<file path="src/rtl/fb_scan_arbiter.sv">
// Framebuffer SRAM arbiter: line prefetch into a double-buffered line buffer,
// full-screen clear sequencing and rasteriser pixel writes on one SRAM port.
//
// state   | meaning
// S_IDLE  | no access in flight; picks fetch > clear > raster write
// S_WRITE | single raster write strobe on the port (or none if off-screen)
// S_FETCH | 20 back-to-back reads of the target line plus one capture cycle
// S_CLEAR | one all-ones-mask zero write per cycle at clr_cnt
module fb_scan_arbiter #(
  parameter int H_PIXELS       = 640,
  parameter int V_LINES        = 480,
  parameter int WORDS_PER_LINE = 20,
  parameter int ADDR_W         = 14
) (
  input  logic              CLOCK_50,
  input  logic              nReset,
  input  logic [9:0]        pixel_x,
  input  logic [8:0]        pixel_y,
  input  logic              blank_n,
  output logic              pixel,
  input  logic              wr_valid,
  output logic              wr_ready,
  input  logic [9:0]        wr_x,
  input  logic [8:0]        wr_y,
  input  logic              wr_pixel,
  input  logic              clr_req,
  output logic              clr_busy,
  output logic [ADDR_W-1:0] mem_addr,
  output logic              mem_re,
  output logic              mem_we,
  output logic [31:0]       mem_wmask,
  output logic [31:0]       mem_wdata,
  input  logic [31:0]       mem_rdata
);

  typedef enum logic [1:0] {S_IDLE, S_WRITE, S_FETCH, S_CLEAR} state_t;

  localparam logic [ADDR_W-1:0] LAST_ADDR = ADDR_W'(WORDS_PER_LINE * V_LINES - 1);

  function automatic logic [ADDR_W-1:0] line_base(input logic [8:0] y);
    return ADDR_W'({y, 4'b0}) + ADDR_W'({y, 2'b0});
  endfunction

  state_t            state, state_nxt;
  logic              blank_n_q;
  logic [8:0]        pixel_y_q;
  logic              fetch_pending;
  logic [8:0]        fetch_line;
  logic              fetch_bank;
  logic [4:0]        fetch_idx, fetch_idx_nxt;
  logic [ADDR_W-1:0] clr_cnt, clr_cnt_nxt;
  logic              cap_valid;
  logic [4:0]        cap_idx;
  logic [31:0]       linebuf [2][WORDS_PER_LINE];

  logic [ADDR_W-1:0] mem_addr_nxt;
  logic              mem_re_nxt, mem_we_nxt;
  logic [31:0]       mem_wmask_nxt, mem_wdata_nxt;

  logic              trigger, wr_fire, wr_in_range, clr_done;
  logic [8:0]        tgt_line;

  // pixel_y reads 0 during blanking, so the finished line is taken from the last active cycle
  assign trigger     = blank_n_q && !blank_n;
  assign tgt_line    = (pixel_y_q == 9'(V_LINES - 1)) ? 9'd0 : pixel_y_q + 9'd1;
  assign wr_ready    = (state == S_IDLE) && !fetch_pending && !clr_busy && nReset;
  assign wr_fire     = wr_valid && wr_ready;
  assign wr_in_range = (wr_x < 10'(H_PIXELS)) && (wr_y < 9'(V_LINES));
  assign clr_done    = (state == S_CLEAR) && (mem_addr == LAST_ADDR);

  always_comb begin
    state_nxt     = state;
    fetch_idx_nxt = fetch_idx;
    clr_cnt_nxt   = clr_cnt;
    mem_addr_nxt  = '0;
    mem_re_nxt    = 1'b0;
    mem_we_nxt    = 1'b0;
    mem_wmask_nxt = '0;
    mem_wdata_nxt = '0;
    case (state)
      S_IDLE: begin
        if (fetch_pending) begin
          state_nxt     = S_FETCH;
          fetch_idx_nxt = '0;
          mem_re_nxt    = 1'b1;
          mem_addr_nxt  = line_base(fetch_line);
        end else if (clr_busy) begin
          state_nxt     = S_CLEAR;
          mem_we_nxt    = 1'b1;
          mem_wmask_nxt = '1;
          mem_addr_nxt  = clr_cnt;
          clr_cnt_nxt   = clr_cnt + ADDR_W'(1);
        end else if (wr_fire) begin
          state_nxt     = S_WRITE;
          mem_we_nxt    = wr_in_range;
          mem_addr_nxt  = line_base(wr_y) + ADDR_W'(wr_x[9:5]);
          mem_wmask_nxt = 32'd1 << wr_x[4:0];
          mem_wdata_nxt = {32{wr_pixel}};
        end
      end
      S_WRITE: state_nxt = S_IDLE;
      S_FETCH: begin
        if (fetch_idx == 5'(WORDS_PER_LINE)) begin
          state_nxt = S_IDLE;
        end else begin
          fetch_idx_nxt = fetch_idx + 5'd1;
          if (fetch_idx < 5'(WORDS_PER_LINE - 1)) begin
            mem_re_nxt   = 1'b1;
            mem_addr_nxt = mem_addr + ADDR_W'(1);
          end
        end
      end
      S_CLEAR: begin
        if (clr_done) begin
          state_nxt   = S_IDLE;
          clr_cnt_nxt = '0;
        end else if (fetch_pending) begin
          state_nxt = S_IDLE;
        end else begin
          mem_we_nxt    = 1'b1;
          mem_wmask_nxt = '1;
          mem_addr_nxt  = clr_cnt;
          clr_cnt_nxt   = clr_cnt + ADDR_W'(1);
        end
      end
      default: state_nxt = S_IDLE;
    endcase
  end

  always_ff @(posedge CLOCK_50 or negedge nReset) begin
    if (!nReset) begin
      state         <= S_IDLE;
      blank_n_q     <= 1'b0;
      pixel_y_q     <= '0;
      fetch_pending <= 1'b0;
      fetch_line    <= '0;
      fetch_bank    <= 1'b0;
      fetch_idx     <= '0;
      clr_cnt       <= '0;
      clr_busy      <= 1'b0;
      cap_valid     <= 1'b0;
      cap_idx       <= '0;
      mem_addr      <= '0;
      mem_re        <= 1'b0;
      mem_we        <= 1'b0;
      mem_wmask     <= '0;
      mem_wdata     <= '0;
    end else begin
      state     <= state_nxt;
      blank_n_q <= blank_n;
      if (blank_n) pixel_y_q <= pixel_y;
      // a trigger landing on the FETCH entry edge stays latched for the next pass
      if (trigger) begin
        fetch_pending <= 1'b1;
        fetch_line    <= tgt_line;
      end else if (state == S_IDLE && fetch_pending) begin
        fetch_pending <= 1'b0;
      end
      if (state == S_IDLE && fetch_pending) fetch_bank <= fetch_line[0];
      fetch_idx <= fetch_idx_nxt;
      clr_cnt   <= clr_cnt_nxt;
      if (clr_done)     clr_busy <= 1'b0;
      else if (clr_req) clr_busy <= 1'b1;
      cap_valid <= mem_re;
      cap_idx   <= fetch_idx;
      mem_addr  <= mem_addr_nxt;
      mem_re    <= mem_re_nxt;
      mem_we    <= mem_we_nxt;
      mem_wmask <= mem_wmask_nxt;
      mem_wdata <= mem_wdata_nxt;
    end
  end

  always_ff @(posedge CLOCK_50 or negedge nReset) begin
    if (!nReset) begin
      pixel <= 1'b0;
      for (int b = 0; b < 2; b++)
        for (int w = 0; w < WORDS_PER_LINE; w++)
          linebuf[b][w] <= '0;
    end else begin
      if (cap_valid) linebuf[fetch_bank][cap_idx] <= mem_rdata;
      if (blank_n && pixel_x[9:5] < 5'(WORDS_PER_LINE))
        pixel <= linebuf[pixel_y[0]][pixel_x[9:5]][pixel_x[4:0]];
      else
        pixel <= 1'b0;
    end
  end

endmodule

</file>
<file path="config.mk">
export PLATFORM = sky130hd
export DESIGN_NAME = fb_scan_arbiter
export DESIGN_NICKNAME = d
export VERILOG_FILES = /design/src/rtl/fb_scan_arbiter.sv
export SDC_FILE = /design/constraint.sdc
export NUM_CORES = 2
export LEC_CHECK = 0
export CELL_PAD_IN_SITES_DETAIL_PLACEMENT = 1
export CELL_PAD_IN_SITES_GLOBAL_PLACEMENT = 2
export CORE_ASPECT_RATIO = 1.2
export CORE_UTILIZATION = 45
export CTS_CLUSTER_DIAMETER = 150
export CTS_CLUSTER_SIZE = 8
export DETAILED_ROUTE_END_ITERATION = 8
export HOLD_SLACK_MARGIN = 0.06
export PLACE_DENSITY = 0.85
export SKIP_CTS_REPAIR_TIMING = 1
export SLEW_MARGIN = 20
export SYNTH_ARGS = -nofsm -noshare
export SYNTH_HDL_FRONTEND = slang
export SYNTH_SLANG_ARGS = --single-unit
</file>
<file path="constraint.sdc">
create_clock -name CLOCK_50 -period 2.95 [get_ports CLOCK_50]
set_clock_uncertainty 0.05 [all_clocks]
set_input_delay 0.295 -clock CLOCK_50 [delete_from_list [all_inputs] [get_ports CLOCK_50]]
set_output_delay 0.295 -clock CLOCK_50 [all_outputs]
set_load 0.1 [all_outputs]
</file>
==> flow_summary.toml <==
[outcome]
status = "finished clean"

[floorplanning]
fp.dieH_microns = 414
die_w_microns = 345
start_util_pct = 45.5
die_area_sq_um = 143000
rows = 150
core-area_sq_um = 140000
ioPinCount = 159

[sta]
period_minus_slack_ps = 2880
fin_crit_sh_pct = 97.5
drv_slew = 0
fmax_mhz = 348
timing_hold_violations_final = 0
rsz0062_at_grt = "false"
setup_violations = 0
fin_ws_ps = 74.5
worstMarginPinSlew_ps = 1040
setup_tns_ps = 0
relSlewSlack_pct = 30.8

[clock_tree]
clock_path_buffers = 3
path_clk_slew_ps = 50
clock_latency_ps = 790
htree_levels = 4
clockRootBuffer = "clkbuf_16"
cts_buffers = 190
clock-sinks = 1379
cts_tree = "built"

[global_routing]
antenna_found_initial = 1
overflow = 0
grt_pass1_wl_microns = 301000
grt_max_degree = 173
grt_pass1_vias = 44600
grt.total_usage_pct = 28.4

[logic_synthesis]
synth_edf_count = 0
ys_ff_latch = 1379
netlist_area_sq_um = 63600
synth_ff_type = "dfrtp_1"
synth_top_family_by_area = "multiplexers"
muxShareOfSynthArea_pct = 35.6
synth-compound-area-share_pct = 3.11
synth_fp_nets = 4348
netlist_instances = 4236
synth_fa_ha_area_share_pct = 0.744
ys_types = 65
synth_xor_area_share_pct = 0.579
yosys_warnings = 0
synthesis.area_per_instance_sq_um = 15.0
async_flop_share_pct = 100
ys_seq_area_share_pct = 54.3
synth_simple_gate_area_share_pct = 2.68

[critical_path]
cp_data_required_time_ps = 3590
endpoint_kind = "flip-flop"
r2r_cells = 7
worstSetupPathType = "reg2reg"
r2r-start = "linebuf[271]"
worst-path-max-fanout = 2
r2r_setup_slack_ps = 70
r2r_end = "pixel"
cp-start-kind = "flip-flop"
arrival_ps = 3520

[placed_design]
post-dp-hpwl_microns = 121000
pre_cts_slack_ps = -654
place_congestion = 0.845
place_area_sq_um = 69200
io_buffers = 158

[detailed_routing]
wl_met1_microns = 77600
wl_met2_microns = 99600
first_pass_iters = 6
drtIter0Drc = 2769
met3_wirelength_microns = 10500
drc = 0
highest_layer = "met5"
vias = 39500
via_per_inst = 6.21
ant_nets = 0
wire_per_inst_microns = 31.0
wl_microns = 198000

[finish]
area_delta_synth_final_pct = 16.8
drive_gt1_share_pct = 51.4
antenna_cells = 0
final_util_pct = 53.1
fill_cells = 13000
final_area_sq_um = 74200
layout.nets = 4649

[worst_hold_path]
hold_class = "in2reg"
whs_path_depth = 3
worstHoldStart = "clr_req"
hold_path_end = "clr_busy"

[power]
p_leak_uw = 0.0323
p_per_area_nw_per_um2 = 917
ir_drop_uv = 961
total_power_uw = 68100

[flow_run]
maxCapViolCount = 0
placed cells by master (no fill, tap or decap), drive strengths merged, types with 21 or more instances in the layout:
cell and instances:
mux2 1299, a21oi 85, inv 22, dfrtp 1379, nor2 89, nand2 135, clkbuf 197, o21ai 52
buf 454, mux4 329, nor3 21, nand3 22, clkdlybuf4s50 67, xnor2 24, a22oi 32, ha 33
mux2i 58
worst max-delay path: stages (launching register included):
cell      delay, ps
dfrtp_1         370
mux4_2          510
mux4_2          530
nand2_1         100
a31oi_1          80
o21ai_0         540
o211ai_1        330
and4_1          240
flip-flops by register name (all words and copies together), names as in the netlist, 2 cells and up:
register,count
clr_cnt,14
fetch_line,9
state,2
mem_addr,14
linebuf,1280
fetch_idx,5
mem_wmask,32
cap_idx,5
pixel_y_q,9
report_power, final:
| part | internal [uW] | total (uW) | leakage, uW | switching, uW |
|---|---|---|---|---|
| combinational | 10200 | 18800 | 0.0128 | 8520 |
| clock | 11500 | 19400 | 0.00245 | 7840 |
| sequential | 26000 | 30000 | 0.0171 | 3960 |
| total | 47800 | 68100 | 0.0323 | 20300 |
cells in the mapped netlist, drive strengths merged, types with 9 or more instances:
master / count / share of area (%)
a221o: 9 / 0.14
nor2: 89 / 0.53
o22ai: 20 / 0.20
mux4: 329 / 12
nor3: 21 / 0.17
nor3b: 9 / 0.11
inv: 17 / 0.10
a22oi: 32 / 0.38
a21oi: 85 / 0.67
a211oi: 20 / 0.24
xor2: 18 / 0.25
mux2: 1299 / 23
ha: 33 / 0.65
a221oi: 19 / 0.26
mux2i: 58 / 0.91
nand2: 135 / 0.80
xnor2: 24 / 0.33
and3: 13 / 0.13
buf: 160 / 1.4
nor2b: 12 / 0.12
dfrtp: 1379 / 54
clkbuf: 254 / 1.5
nand4: 10 / 0.098
o21ai: 52 / 0.41
and2: 15 / 0.15
nand3: 22 / 0.17
cells by family after synthesis:
logic type,count (synthesis)
buffers and inverters,432
xor gates and xnor gates,42
AOI/OAI and AO/OA,299
muxes,1686
DFF,1379
and+or+nand+nor,362
adders and majority gates,36
metal layers:
metal	up-vias	GRT usage, %
met1	21600	35.1
met2	1298	48.5
met3	509	4.86
met4	2	13.8
li1	16200	-
met5	-	0
per-stage QoR:
step                      std cells  hold WS [ps]
after global routing           6373          64.6
after global placement         6165           313
after CTS                      6369          -515
final                          6373          36.2
after floorplan                4236         -50.6
after detailed placement       6165           319
how the worst max path moves through the flow:
stage / slack [ps] / to / depth (start not counted) / from
floorplan: 20 / mem_addr[12] / 12 / state[0]
global placement: -570 / pixel / 11 / pixel_y[0]
detailed placement: -650 / pixel / 11 / pixel_y[0]
CTS: 60 / pixel / 8 / linebuf[132]
global route: 2 / mem_addr[12] / 11 / fetch_line[2]
finish: 70 / pixel / 7 / linebuf[271]
final cells by class:
class | count | area (sq um) | share of cell area, %
Sequential cell | 1379 | 34500 | 46.5
Multi-Input combinational cell | 2425 | 27400 | 36.9
Timing Repair Buffer | 523 | 5000 | 6.73
Clock buffer | 197 | 4910 | 6.61
Tap cell | 1824 | 2280 | 3.07
Inverter | 18 | 72.6 | 0.0977
Clock inverter | 7 | 67.6 | 0.0910
(Power assumes the default switching activity.)
